### src/rtl/mul_arb_pkg.sv
// mul_arb_pkg: shared constants for the multiplier-sharing arbiter.
//   state_e      - arbiter FSM state encoding (IDLE, WORK, DONE)
//   DEF_WIDTH    - default operand width
//   NUM_REQ      - number of requesters sharing the multiplier
//   pick_winner  - round-robin choice between the two requesters
package mul_arb_pkg;

  typedef enum logic [1:0] {
    ST_IDLE = 2'd0,
    ST_WORK = 2'd1,
    ST_DONE = 2'd2
  } state_e;

  localparam int DEF_WIDTH = 8;
  localparam int NUM_REQ   = 2;

  // Returns the index of the winning requester. On a tie the requester
  // that was not served last wins; a lone request always wins.
  function automatic logic pick_winner(input logic r0, input logic r1,
                                       input logic last);
    return (r0 && r1) ? ~last : r1;
  endfunction

endpackage

### src/rtl/mul_share_arbiter_if.sv
// mul_share_arbiter_if: requester/result bundle of the arbiter.
//   req*_i, a*_bi, b*_bi : request level and operand pair per requester
//   done*_o, y*_bo       : one-cycle done pulse and held product per requester
//   gnt_bo               : one-hot current owner, 00 when idle
//   busy_o               : arbiter not idle
// Modports: slave = arbiter side, master = requester side.
interface mul_share_arbiter_if #(
  parameter int WIDTH = mul_arb_pkg::DEF_WIDTH
);
  logic               req0_i;
  logic [WIDTH-1:0]   a0_bi;
  logic [WIDTH-1:0]   b0_bi;
  logic               req1_i;
  logic [WIDTH-1:0]   a1_bi;
  logic [WIDTH-1:0]   b1_bi;
  logic               done0_o;
  logic [2*WIDTH-1:0] y0_bo;
  logic               done1_o;
  logic [2*WIDTH-1:0] y1_bo;
  logic [1:0]         gnt_bo;
  logic               busy_o;

  modport slave (
    input  req0_i, a0_bi, b0_bi, req1_i, a1_bi, b1_bi,
    output done0_o, y0_bo, done1_o, y1_bo, gnt_bo, busy_o
  );

  modport master (
    output req0_i, a0_bi, b0_bi, req1_i, a1_bi, b1_bi,
    input  done0_o, y0_bo, done1_o, y1_bo, gnt_bo, busy_o
  );
endinterface

### src/rtl/mul_shift_add.sv
// mul_shift_add: sequential unsigned shift-add multiplier, one bit per cycle.
//   clk_i, rst_i : clock, synchronous active-high reset
//   start_i      : load operands; bit 0 of b is consumed on this edge
//   a_bi, b_bi   : operands (sampled only with start_i)
//   y_bo         : product, valid and held once busy_o drops
//   busy_o       : high from the start edge until the product is valid
// The start edge handles the first multiplier bit, so the remaining
// WIDTH-1 bits take WIDTH-1 more edges: WIDTH cycles in total.
module mul_shift_add #(
  parameter int WIDTH = mul_arb_pkg::DEF_WIDTH
) (
  input  logic               clk_i,
  input  logic               rst_i,
  input  logic               start_i,
  input  logic [WIDTH-1:0]   a_bi,
  input  logic [WIDTH-1:0]   b_bi,
  output logic [2*WIDTH-1:0] y_bo,
  output logic               busy_o
);
  localparam int CW = $clog2(WIDTH) + 1;

  logic [2*WIDTH-1:0] acc_q, acc_d;
  logic [2*WIDTH-1:0] mcand_q, mcand_d;
  logic [WIDTH-1:0]   mplier_q, mplier_d;
  logic [CW-1:0]      cnt_q, cnt_d;

  always_comb begin
    acc_d    = acc_q;
    mcand_d  = mcand_q;
    mplier_d = mplier_q;
    cnt_d    = cnt_q;
    if (start_i) begin
      acc_d    = b_bi[0] ? {{WIDTH{1'b0}}, a_bi} : '0;
      mcand_d  = {{WIDTH{1'b0}}, a_bi} << 1;
      mplier_d = b_bi >> 1;
      cnt_d    = CW'(WIDTH - 1);
    end else if (cnt_q != '0) begin
      if (mplier_q[0]) acc_d = acc_q + mcand_q;
      mcand_d  = mcand_q << 1;
      mplier_d = mplier_q >> 1;
      cnt_d    = cnt_q - CW'(1);
    end
  end

  always_ff @(posedge clk_i) begin
    if (rst_i) begin
      acc_q    <= '0;
      mcand_q  <= '0;
      mplier_q <= '0;
      cnt_q    <= '0;
    end else begin
      acc_q    <= acc_d;
      mcand_q  <= mcand_d;
      mplier_q <= mplier_d;
      cnt_q    <= cnt_d;
    end
  end

  assign y_bo   = acc_q;
  assign busy_o = (cnt_q != '0);
endmodule

### src/rtl/mul_share_arbiter.sv
// mul_share_arbiter: round-robin sharing of one shift-add multiplier
// between two requesters.
//   clk_i, rst_i : clock, synchronous active-high reset
//   bus (slave)  : requests/operands in; done pulses, held products,
//                  one-hot grant and busy out
// Flow: IDLE samples requests and starts the multiplier on the grant
// edge, WORK waits for the multiplier, DONE registers the product and
// raises the winner's done for the following (IDLE) cycle.
module mul_share_arbiter
  import mul_arb_pkg::*;
#(
  parameter int WIDTH = DEF_WIDTH
) (
  input  logic              clk_i,
  input  logic              rst_i,
  mul_share_arbiter_if.slave bus
);
  state_e               state_q, state_d;
  logic                 last_q, last_d;
  logic                 win_q, win_d;
  logic [NUM_REQ-1:0]   gnt_q, gnt_d;
  logic [2*WIDTH-1:0]   y0_q, y0_d, y1_q, y1_d;
  logic                 done0_q, done0_d, done1_q, done1_d;

  logic                 win_now;
  logic                 mul_start;
  logic [WIDTH-1:0]     mul_a, mul_b;
  logic [2*WIDTH-1:0]   mul_y;
  logic                 mul_busy;

  // Winner and its operands are combinational so the multiplier can
  // capture them directly on the grant edge.
  assign win_now = pick_winner(bus.req0_i, bus.req1_i, last_q);
  assign mul_a   = win_now ? bus.a1_bi : bus.a0_bi;
  assign mul_b   = win_now ? bus.b1_bi : bus.b0_bi;

  mul_shift_add #(.WIDTH(WIDTH)) u_mul (
    .clk_i  (clk_i),
    .rst_i  (rst_i),
    .start_i(mul_start),
    .a_bi   (mul_a),
    .b_bi   (mul_b),
    .y_bo   (mul_y),
    .busy_o (mul_busy)
  );

  always_comb begin
    state_d   = state_q;
    last_d    = last_q;
    win_d     = win_q;
    gnt_d     = gnt_q;
    y0_d      = y0_q;
    y1_d      = y1_q;
    done0_d   = 1'b0;
    done1_d   = 1'b0;
    mul_start = 1'b0;
    unique case (state_q)
      ST_IDLE: begin
        if (bus.req0_i || bus.req1_i) begin
          win_d     = win_now;
          gnt_d     = win_now ? 2'b10 : 2'b01;
          mul_start = 1'b1;
          state_d   = ST_WORK;
        end
      end
      ST_WORK: begin
        if (!mul_busy) state_d = ST_DONE;
      end
      ST_DONE: begin
        if (win_q) begin
          y1_d    = mul_y;
          done1_d = 1'b1;
        end else begin
          y0_d    = mul_y;
          done0_d = 1'b1;
        end
        last_d  = win_q;
        gnt_d   = '0;
        state_d = ST_IDLE;
      end
      default: state_d = ST_IDLE;
    endcase
  end

  always_ff @(posedge clk_i) begin
    if (rst_i) begin
      state_q <= ST_IDLE;
      last_q  <= 1'b1;
      win_q   <= 1'b0;
      gnt_q   <= '0;
      y0_q    <= '0;
      y1_q    <= '0;
      done0_q <= 1'b0;
      done1_q <= 1'b0;
    end else begin
      state_q <= state_d;
      last_q  <= last_d;
      win_q   <= win_d;
      gnt_q   <= gnt_d;
      y0_q    <= y0_d;
      y1_q    <= y1_d;
      done0_q <= done0_d;
      done1_q <= done1_d;
    end
  end

  assign bus.done0_o = done0_q;
  assign bus.done1_o = done1_q;
  assign bus.y0_bo   = y0_q;
  assign bus.y1_bo   = y1_q;
  assign bus.gnt_bo  = gnt_q;
  assign bus.busy_o  = (state_q != ST_IDLE);
endmodule

### src/flat_wrapper.sv
// flat-port wrapper written by rule: the top's interface ports become plain ports
module mul_share_arbiter_flat import mul_arb_pkg::*;
#(
  parameter int WIDTH = DEF_WIDTH
)
  (clk_i, rst_i, bus_req0_i, bus_a0_bi, bus_b0_bi, bus_req1_i, bus_a1_bi, bus_b1_bi, bus_done0_o, bus_y0_bo, bus_done1_o, bus_y1_bo, bus_gnt_bo, bus_busy_o);
  mul_share_arbiter_if #(.WIDTH(WIDTH)) bus_i ();
  input  logic clk_i;
  input  logic rst_i;
  input wire logic [$bits(bus_i.req0_i)-1:0] bus_req0_i;
  input wire logic [$bits(bus_i.a0_bi)-1:0] bus_a0_bi;
  input wire logic [$bits(bus_i.b0_bi)-1:0] bus_b0_bi;
  input wire logic [$bits(bus_i.req1_i)-1:0] bus_req1_i;
  input wire logic [$bits(bus_i.a1_bi)-1:0] bus_a1_bi;
  input wire logic [$bits(bus_i.b1_bi)-1:0] bus_b1_bi;
  output wire logic [$bits(bus_i.done0_o)-1:0] bus_done0_o;
  output wire logic [$bits(bus_i.y0_bo)-1:0] bus_y0_bo;
  output wire logic [$bits(bus_i.done1_o)-1:0] bus_done1_o;
  output wire logic [$bits(bus_i.y1_bo)-1:0] bus_y1_bo;
  output wire logic [$bits(bus_i.gnt_bo)-1:0] bus_gnt_bo;
  output wire logic [$bits(bus_i.busy_o)-1:0] bus_busy_o;
  assign bus_i.req0_i = bus_req0_i;
  assign bus_i.a0_bi = bus_a0_bi;
  assign bus_i.b0_bi = bus_b0_bi;
  assign bus_i.req1_i = bus_req1_i;
  assign bus_i.a1_bi = bus_a1_bi;
  assign bus_i.b1_bi = bus_b1_bi;
  assign bus_done0_o = bus_i.done0_o;
  assign bus_y0_bo = bus_i.y0_bo;
  assign bus_done1_o = bus_i.done1_o;
  assign bus_y1_bo = bus_i.y1_bo;
  assign bus_gnt_bo = bus_i.gnt_bo;
  assign bus_busy_o = bus_i.busy_o;
  mul_share_arbiter #(.WIDTH(WIDTH)) u_core (.clk_i(clk_i), .rst_i(rst_i), .bus(bus_i));
endmodule
### config.mk
export PLATFORM = sky130hd
export DESIGN_NAME = mul_share_arbiter_flat
export DESIGN_NICKNAME = d
export VERILOG_FILES = /design/src/rtl/mul_arb_pkg.sv /design/src/rtl/mul_share_arbiter_if.sv /design/src/rtl/mul_shift_add.sv /design/src/rtl/mul_share_arbiter.sv /design/src/flat_wrapper.sv
export SDC_FILE = /design/constraint.sdc
export NUM_CORES = 1
export LEC_CHECK = 0
export CORE_ASPECT_RATIO = 0.6
export CORE_UTILIZATION = 57
export CTS_CLUSTER_DIAMETER = 30
export DETAILED_ROUTE_END_ITERATION = 8
export GPL_TIMING_DRIVEN = 0
export PLACE_DENSITY = 0.82
export SYNTH_ARGS = -nofsm -noshare
export SYNTH_HDL_FRONTEND = slang
export SYNTH_SLANG_ARGS = --single-unit
### constraint.sdc
create_clock -name clk_i -period 4.9 [get_ports clk_i]
set_input_delay 0.49 -clock clk_i [delete_from_list [all_inputs] [get_ports clk_i]]
set_output_delay 0.49 -clock clk_i [all_outputs]
set_load 0.02 [all_outputs]
==> results.json, run 1 <==
{
  "p_seq_frac": 0.420,
  "core_area_mm2": 0.006734,
  "synthCells": 518,
  "drt_iter0_drc": 435,
  "htree_levels": 3,
  "critPathLaunchType": "flip-flop",
  "place_area_mm2": 0.004825,
  "synth_xor_area_frac": 0.02624,
  "hold_viol_final": 0,
  "wl_mm": 12.05,
  "grt_pass1_wl_mm": 18.49,
  "drt_pre_antenna_iters": 8,
  "num_vias": 4182,
  "drcViolationCount": 0,
  "synth_edf_count": 0,
  "synth_ff_type": "dfxtp_1",
  "antenna_found_initial": 0,
  "timing.fmax_mhz": 381.4,
  "relSlewSlack": 0.5906,
  "start_util": 0.5948,
  "path_delay_family": "compound AO/OA/AOI/OAI gates",
  "crit_type": "reg2reg",
  "root_buffer": "clkbuf_16",
  "via_per_inst": 6.052,
  "path_common_cell": "a31oi_4",
  "yosysSeqAreaShare": 0.4099,
  "cp.required_ps": 5130,
  "worstHoldPathType": "reg2reg",
  "clkPwrFrac": 0.375,
  "setup_viol": 0,
  "cell_internal_pwr_mw": 1.238,
  "slew_violations": 0,
  "skew_ps": 6.198,
  "power_density_mw_per_mm2": 348.5,
  "tightest_slew_ps": 614.1,
  "max-cap-violations": 0,
  "antenna_left": 0,
  "grt_pass1_vias": 3742,
  "die_h_um": 66.93,
  "synth-simple-area-share": 0.2602,
  "cp_cell_sequence": "ha_1 -> inv_1 -> fa_1 -> and2b_2 -> o211ai_4 -> a31oi_4 -> a31oi_4 -> a2111o_1 -> o2111ai_1 -> o31ai_2",
  "final_util": 0.7599,
  "yosysUniqueCellTypes": 43,
  "p_sw_frac": 0.3059,
  "avgSynthCellArea_um2": 7.732,
  "dp_hpwl_mm": 8.773,
  "cts_hold_buf": 0,
  "numCtsBuffers": 9,
  "io_pins": 73,
  "cts_resized": 0,
  "cts_tree": "built",
  "antenna_cells": 0,
  "clk_pin_slew_worst_paths_ps": 60,
  "post_drt_wl_per_cell_um": 17.44,
  "grt_max_degree": 15,
  "fp-row-count": 23,
  "ys_seq_elements": 82,
  "rsz0062_at_grt": "no",
  "clockBufferDepth": 2,
  "die_x_um": 110.2,
  "grt-ovfl-total": 0,
  "path_max_fanout": 4,
  "clock_sinks": 82,
  "final_area_mm2": 0.005117,
  "postCtsSetupBuffers": 0,
  "syn_nets": 571,
  "drive_gt1_frac": 0.05132,
  "clk_latency_ps": 350,
  "crit_slowest_cell": "dfxtp_1",
  "synthArstFlopShare": 0,
  "comb_power_share": 0.204,
  "p_leak_nw": 1.859,
  "io_buffers": 71,
  "tns_ps": 0,
  "syn_area_mm2": 0.004005,
  "crit_path_end_kind": "flip-flop",
  "grt_use_total": 0.3415,
  "yosys_warnings": 0,
  "worstPathArrival_ps": 2850,
  "p_switching_uw": 545.7,
  "gp_congestion": 0.9150,
  "synth_top_family_by_area": "simple AND/OR/NAND/NOR gates",
  "nets": 653,
  "synthAdderAreaFrac": 0.05498,
  "syn2layout_area_growth_pct": 27.77,
  "post-route-min-period_ps": 2622,
  "slowest_delay_ps": 420,
  "die-area_mm2": 0.007377,
  "outcome": "finished clean",
  "crit_buf_inv": 1,
  "finalCritPeriodShare": 0.5351,
  "synth_compound_area_frac": 0.2043,
  "irDropWorstVdd_mv": 0.2528,
  "synth_mux_area_frac": 0.002499
}
-- tightest hold or removal path, cell delays in order, from the launching register on --
cell	delay, ps
dfxtp_1	310
nand2_1	50
a21oi_1	50
-- final timing paths --
check                            start                     to  slack (ps)  cells after the start
setup / recovery  u_core.u_mul.y_bo[1]  u_core.u_mul.y_bo[15]        2280                     10
hold / removal     u_core.bus.y0_bo[0]    u_core.bus.y0_bo[0]         450                      2
setup reg to reg  u_core.u_mul.y_bo[1]  u_core.u_mul.y_bo[15]        2280                     10
hold reg to reg    u_core.bus.y0_bo[0]    u_core.bus.y0_bo[0]         450                      2
-- cells by family after synthesis --
kind of cell               Yosys count
and+or+nand+nor                    243
AOI/OAI and AO/OA                  121
DFF                                 82
buffers and inverters               42
adders and majority gates           17
xor gates and xnor gates            12
muxes                                1
-- cell usage after synthesis (3+ instances only) --
master,number,share of area
nand2_1,161,0.15
dfxtp_1,82,0.41
a21oi_1,62,0.077
a311oi_1,23,0.050
clkbuf_1,23,0.022
nor2_1,23,0.022
and3_1,17,0.027
ha_1,16,0.050
nand3_1,14,0.017
xnor2_1,9,0.020
buf_2,8,0.010
inv_1,8,0.0075
nor3_1,8,0.010
o21ai_0,8,0.010
o21a_1,6,0.011
a211oi_1,4,0.0075
and2_1,4,0.0062
nand2b_1,4,0.0062
a21o_1,3,0.0056
buf_1,3,0.0028
nor2b_1,3,0.0047
xor2_1,3,0.0066
-- metal layers --
metal	track usage	part of all wire
met1	0.4683	0.45
met2	0.5188	0.42
met3	0.07926	0.11
met4	0.1316	0.018
met5	0	0
-- final cells by class --
| cell class | instances | area, um2 |
|---|---|---|
| Buffer | 34 | 137.6 |
| Clock buffer | 9 | 225.2 |
| Clock inverter | 6 | 67.56 |
| Fill cell | 531 | 1617 |
| Inverter | 8 | 30.03 |
| Multi-Input combinational cell | 394 | 2196 |
| Sequential cell | 82 | 1642 |
| Tap cell | 87 | 108.9 |
| Timing Repair Buffer | 71 | 710.7 |
-- power by group through the flow --
stage	Combinational, mW	Clock, mW	Sequential, mW
after CTS	0.354	0.671	0.746
after global routing	0.396	0.692	0.752
final	0.365	0.670	0.749
after detailed placement	0.348	0	0.760
after global placement	0.335	0	0.758
after floorplan	0.232	0	0.748
-- sequential cells by signal, summed over array words and instances (netlist names) --
| signal | cells |
|---|---|
| u_core.bus.done1_o | 1 |
| u_core.bus.gnt_bo | 2 |
| u_core.bus.y0_bo | 16 |
| u_core.u_mul.cnt_q | 4 |
| u_core.u_mul.mplier_q | 7 |
| u_core.state_q | 2 |
| u_core.bus.done0_o | 1 |
| u_core.bus.y1_bo | 16 |
| u_core.last_q | 1 |
| u_core.u_mul.y_bo | 16 |
| u_core.u_mul.mcand_q | 15 |
| u_core.win_q | 1 |
-- layout by cell type (no fill, tap or decap), types with 6 or more instances in the layout --
cell	count
a311oi_1	23
o21a_1	6
dfxtp_1	82
clkbuf_1	23
clkdlybuf4s50_1	71
and3_1	17
nand2_1	161
ha_1	16
inv_1	8
a21oi_1	62
nor2_1	23
nand3_1	14
xnor2_1	9
clkbuf_16	9
o21ai_0	8
nor3_1	8
buf_2	8
-- stage by stage --
step           setup WS, ps  total power [mW]  instances  hold slack, ps
5_1_grt                2199             1.840        691           472.5
4_1_cts                2318             1.771        691           455.2
6_report               2278             1.784        691           452.1
2_1_floorplan          2626            0.9806        518           437.9
3_5_place_dp           2349             1.108        676           447.0
3_3_place_gp           2425             1.093        676           443.0
(Power assumes the default switching activity.)
==> run 2, diff against run 1 <==
--- a/config.mk
+++ b/config.mk
@@ -6,11 +6,11 @@
 export NUM_CORES = 1
 export LEC_CHECK = 0
 export CORE_ASPECT_RATIO = 0.6
-export CORE_UTILIZATION = 57
+export CORE_UTILIZATION = 52
 export CTS_CLUSTER_DIAMETER = 30
 export DETAILED_ROUTE_END_ITERATION = 8
 export GPL_TIMING_DRIVEN = 0
-export PLACE_DENSITY = 0.82
+export PLACE_DENSITY = 0.75
 export SYNTH_ARGS = -nofsm -noshare
 export SYNTH_HDL_FRONTEND = slang
 export SYNTH_SLANG_ARGS = --single-unit
==> constraint.sdc (replaced) <==
create_clock -name clk_i -period 2.47 [get_ports clk_i]
set_input_delay 0.247 -clock clk_i [delete_from_list [all_inputs] [get_ports clk_i]]
set_output_delay 0.247 -clock clk_i [all_outputs]
set_load 0.02 [all_outputs]
==> results.json, run 2 (synthesis results as in run 1) <==
{
  "comb_power_share": 0.202,
  "die-area_mm2": 0.008069,
  "rsz0062_at_grt": "no",
  "clock_sinks": 82,
  "cts_hold_buf": 0,
  "layout.cells.most_common_list": "nand2_1 (161), dfxtp_1 (79), clkdlybuf4s50_1 (71), a21oi_1 (62)",
  "start_util": 0.5444,
  "p_switching_mw": 1.079,
  "grt-ovfl-total": 0,
  "post-route-min-period_ps": 2365,
  "htree_levels": 3,
  "clkPwrFrac": 0.385,
  "power_density_mw_per_mm2": 685.0,
  "numCtsBuffers": 9,
  "nets": 658,
  "post-place-ws_ps": -49.42,
  "worstHoldPathType": "in2reg",
  "drive_gt1_frac": 0.07049,
  "antenna_left": 0,
  "core_area_mm2": 0.007357,
  "p_sw_frac": 0.3011,
  "syn2layout_area_growth_pct": 30.68,
  "timing.fmax_mhz": 422.8,
  "wl_mm": 11.76,
  "tightest_slew_ps": 586.0,
  "r2r_cells": 10,
  "critPathLaunchType": "flip-flop",
  "max-cap-violations": 0,
  "irDropWorstVdd_mv": 0.3763,
  "via_per_inst": 5.692,
  "grt_pass1_wl_mm": 18.63,
  "cts_tree": "built",
  "root_buffer": "clkbuf_16",
  "crit_path_end_kind": "flip-flop",
  "drcViolationCount": 0,
  "crit_type": "reg2reg",
  "drt_pre_antenna_iters": 5,
  "slew_violations": 0,
  "tns_ps": 0,
  "clockBufferDepth": 2,
  "dp_hpwl_mm": 8.679,
  "fp-row-count": 24,
  "antenna_cells": 0,
  "io_buffers": 71,
  "grtUsageMet3": 0.07899,
  "clk_latency_ps": 340,
  "grt_use_total": 0.3026,
  "grt_use_met1": 0.4586,
  "final_util": 0.7114,
  "drt_iter0_drc": 443,
  "gp_congestion": 0.8855,
  "die_h_um": 69.98,
  "hold_path_depth": 3,
  "hold_viol_final": 0,
  "post_drt_wl_per_cell_um": 16.48,
  "grtUsageMet2": 0.4112,
  "worstPathArrival_ps": 2590,
  "path_max_fanout": 3,
  "die_x_um": 115.3,
  "cp.required_ps": 2690,
  "clk_pin_slew_worst_paths_ps": 60,
  "p_leak_nw": 1.893,
  "place_area_mm2": 0.004846,
  "finalCritPeriodShare": 0.9576,
  "antenna_found_initial": 0,
  "skew_ps": 4.966,
  "p_seq_frac": 0.413,
  "grt_max_degree": 16,
  "outcome": "finished clean",
  "setup_viol": 0,
  "relSlewSlack": 0.6093,
  "power_mw": 3.585,
  "layout.cells.most_common": "nand2_1",
  "io_pins": 73,
  "num_vias": 4064,
  "cell_internal_pwr_mw": 2.506,
  "grt_most_used_layer": "met1",
  "grt_pass1_vias": 3730,
  "setup_slack_ps": 104.7,
  "final_area_mm2": 0.005234
}
run 2: final timing paths:
path | from | slack (ps) | to
max reg2reg | u_core.u_mul.y_bo[1] | 100 | u_core.u_mul.y_bo[15]
min reg2reg | u_core.bus.y0_bo[0] | 450 | u_core.bus.y0_bo[0]
max | u_core.u_mul.y_bo[1] | 100 | u_core.u_mul.y_bo[15]
min | bus_b1_bi[0] | 400 | u_core.u_mul.y_bo[0]
run 2: metal layers:
layer	share of wire	wire length, um
met5	0	0
met4	0.012	138
met3	0.10	1198
met2	0.40	4753
met1	0.48	5674
run 2: power groups by stage:
| stage | Clock [mW] | Combinational, mW | Sequential (mW) |
|---|---|---|---|
| 5_1_grt | 1.44 | 0.791 | 1.49 |
| 2_1_floorplan | 0 | 0.461 | 1.48 |
| 3_5_place_dp | 0 | 0.686 | 1.50 |
| 6_report | 1.38 | 0.723 | 1.48 |
| 3_3_place_gp | 0 | 0.673 | 1.50 |
| 4_1_cts | 1.38 | 0.695 | 1.48 |
run 2: what timing repair did:
item	in CTS	in global routing
resized for setup	1	9
pin swaps	1	3
setup buffers	1	4
endpoints found under the hold margin	0	0
endpoints found under the setup margin	1	1
run 2: metrics by stage:
| step | hold WS [ps] | std cells |
|---|---|---|
| 2_1_floorplan | 403.9 | 518 |
| 3_3_place_gp | 444.3 | 693 |
| 3_5_place_dp | 445.6 | 693 |
| 4_1_cts | 371.7 | 710 |
| 5_1_grt | 402.9 | 714 |
| 6_report | 401.2 | 714 |
run 2: cell type report:
cell class | count | area (um2)
Inverter | 8 | 30.03
Buffer | 34 | 137.6
Tap cell | 104 | 130.1
Timing Repair Buffer | 76 | 748.2
Fill cell | 613 | 2123
Clock buffer | 10 | 239.0
Clock inverter | 6 | 73.82
Sequential cell | 82 | 1650
Multi-Input combinational cell | 394 | 2225
run 2: critical path, cell delays in order, from the launching register on:
cell	delay [ps]
dfxtp_4	370
ha_4	140
inv_1	50
fa_2	320
and2b_2	270
o211ai_4	100
a31oi_4	230
a31oi_4	140
a2111o_1	450
o2111ai_2	100
o31ai_2	90
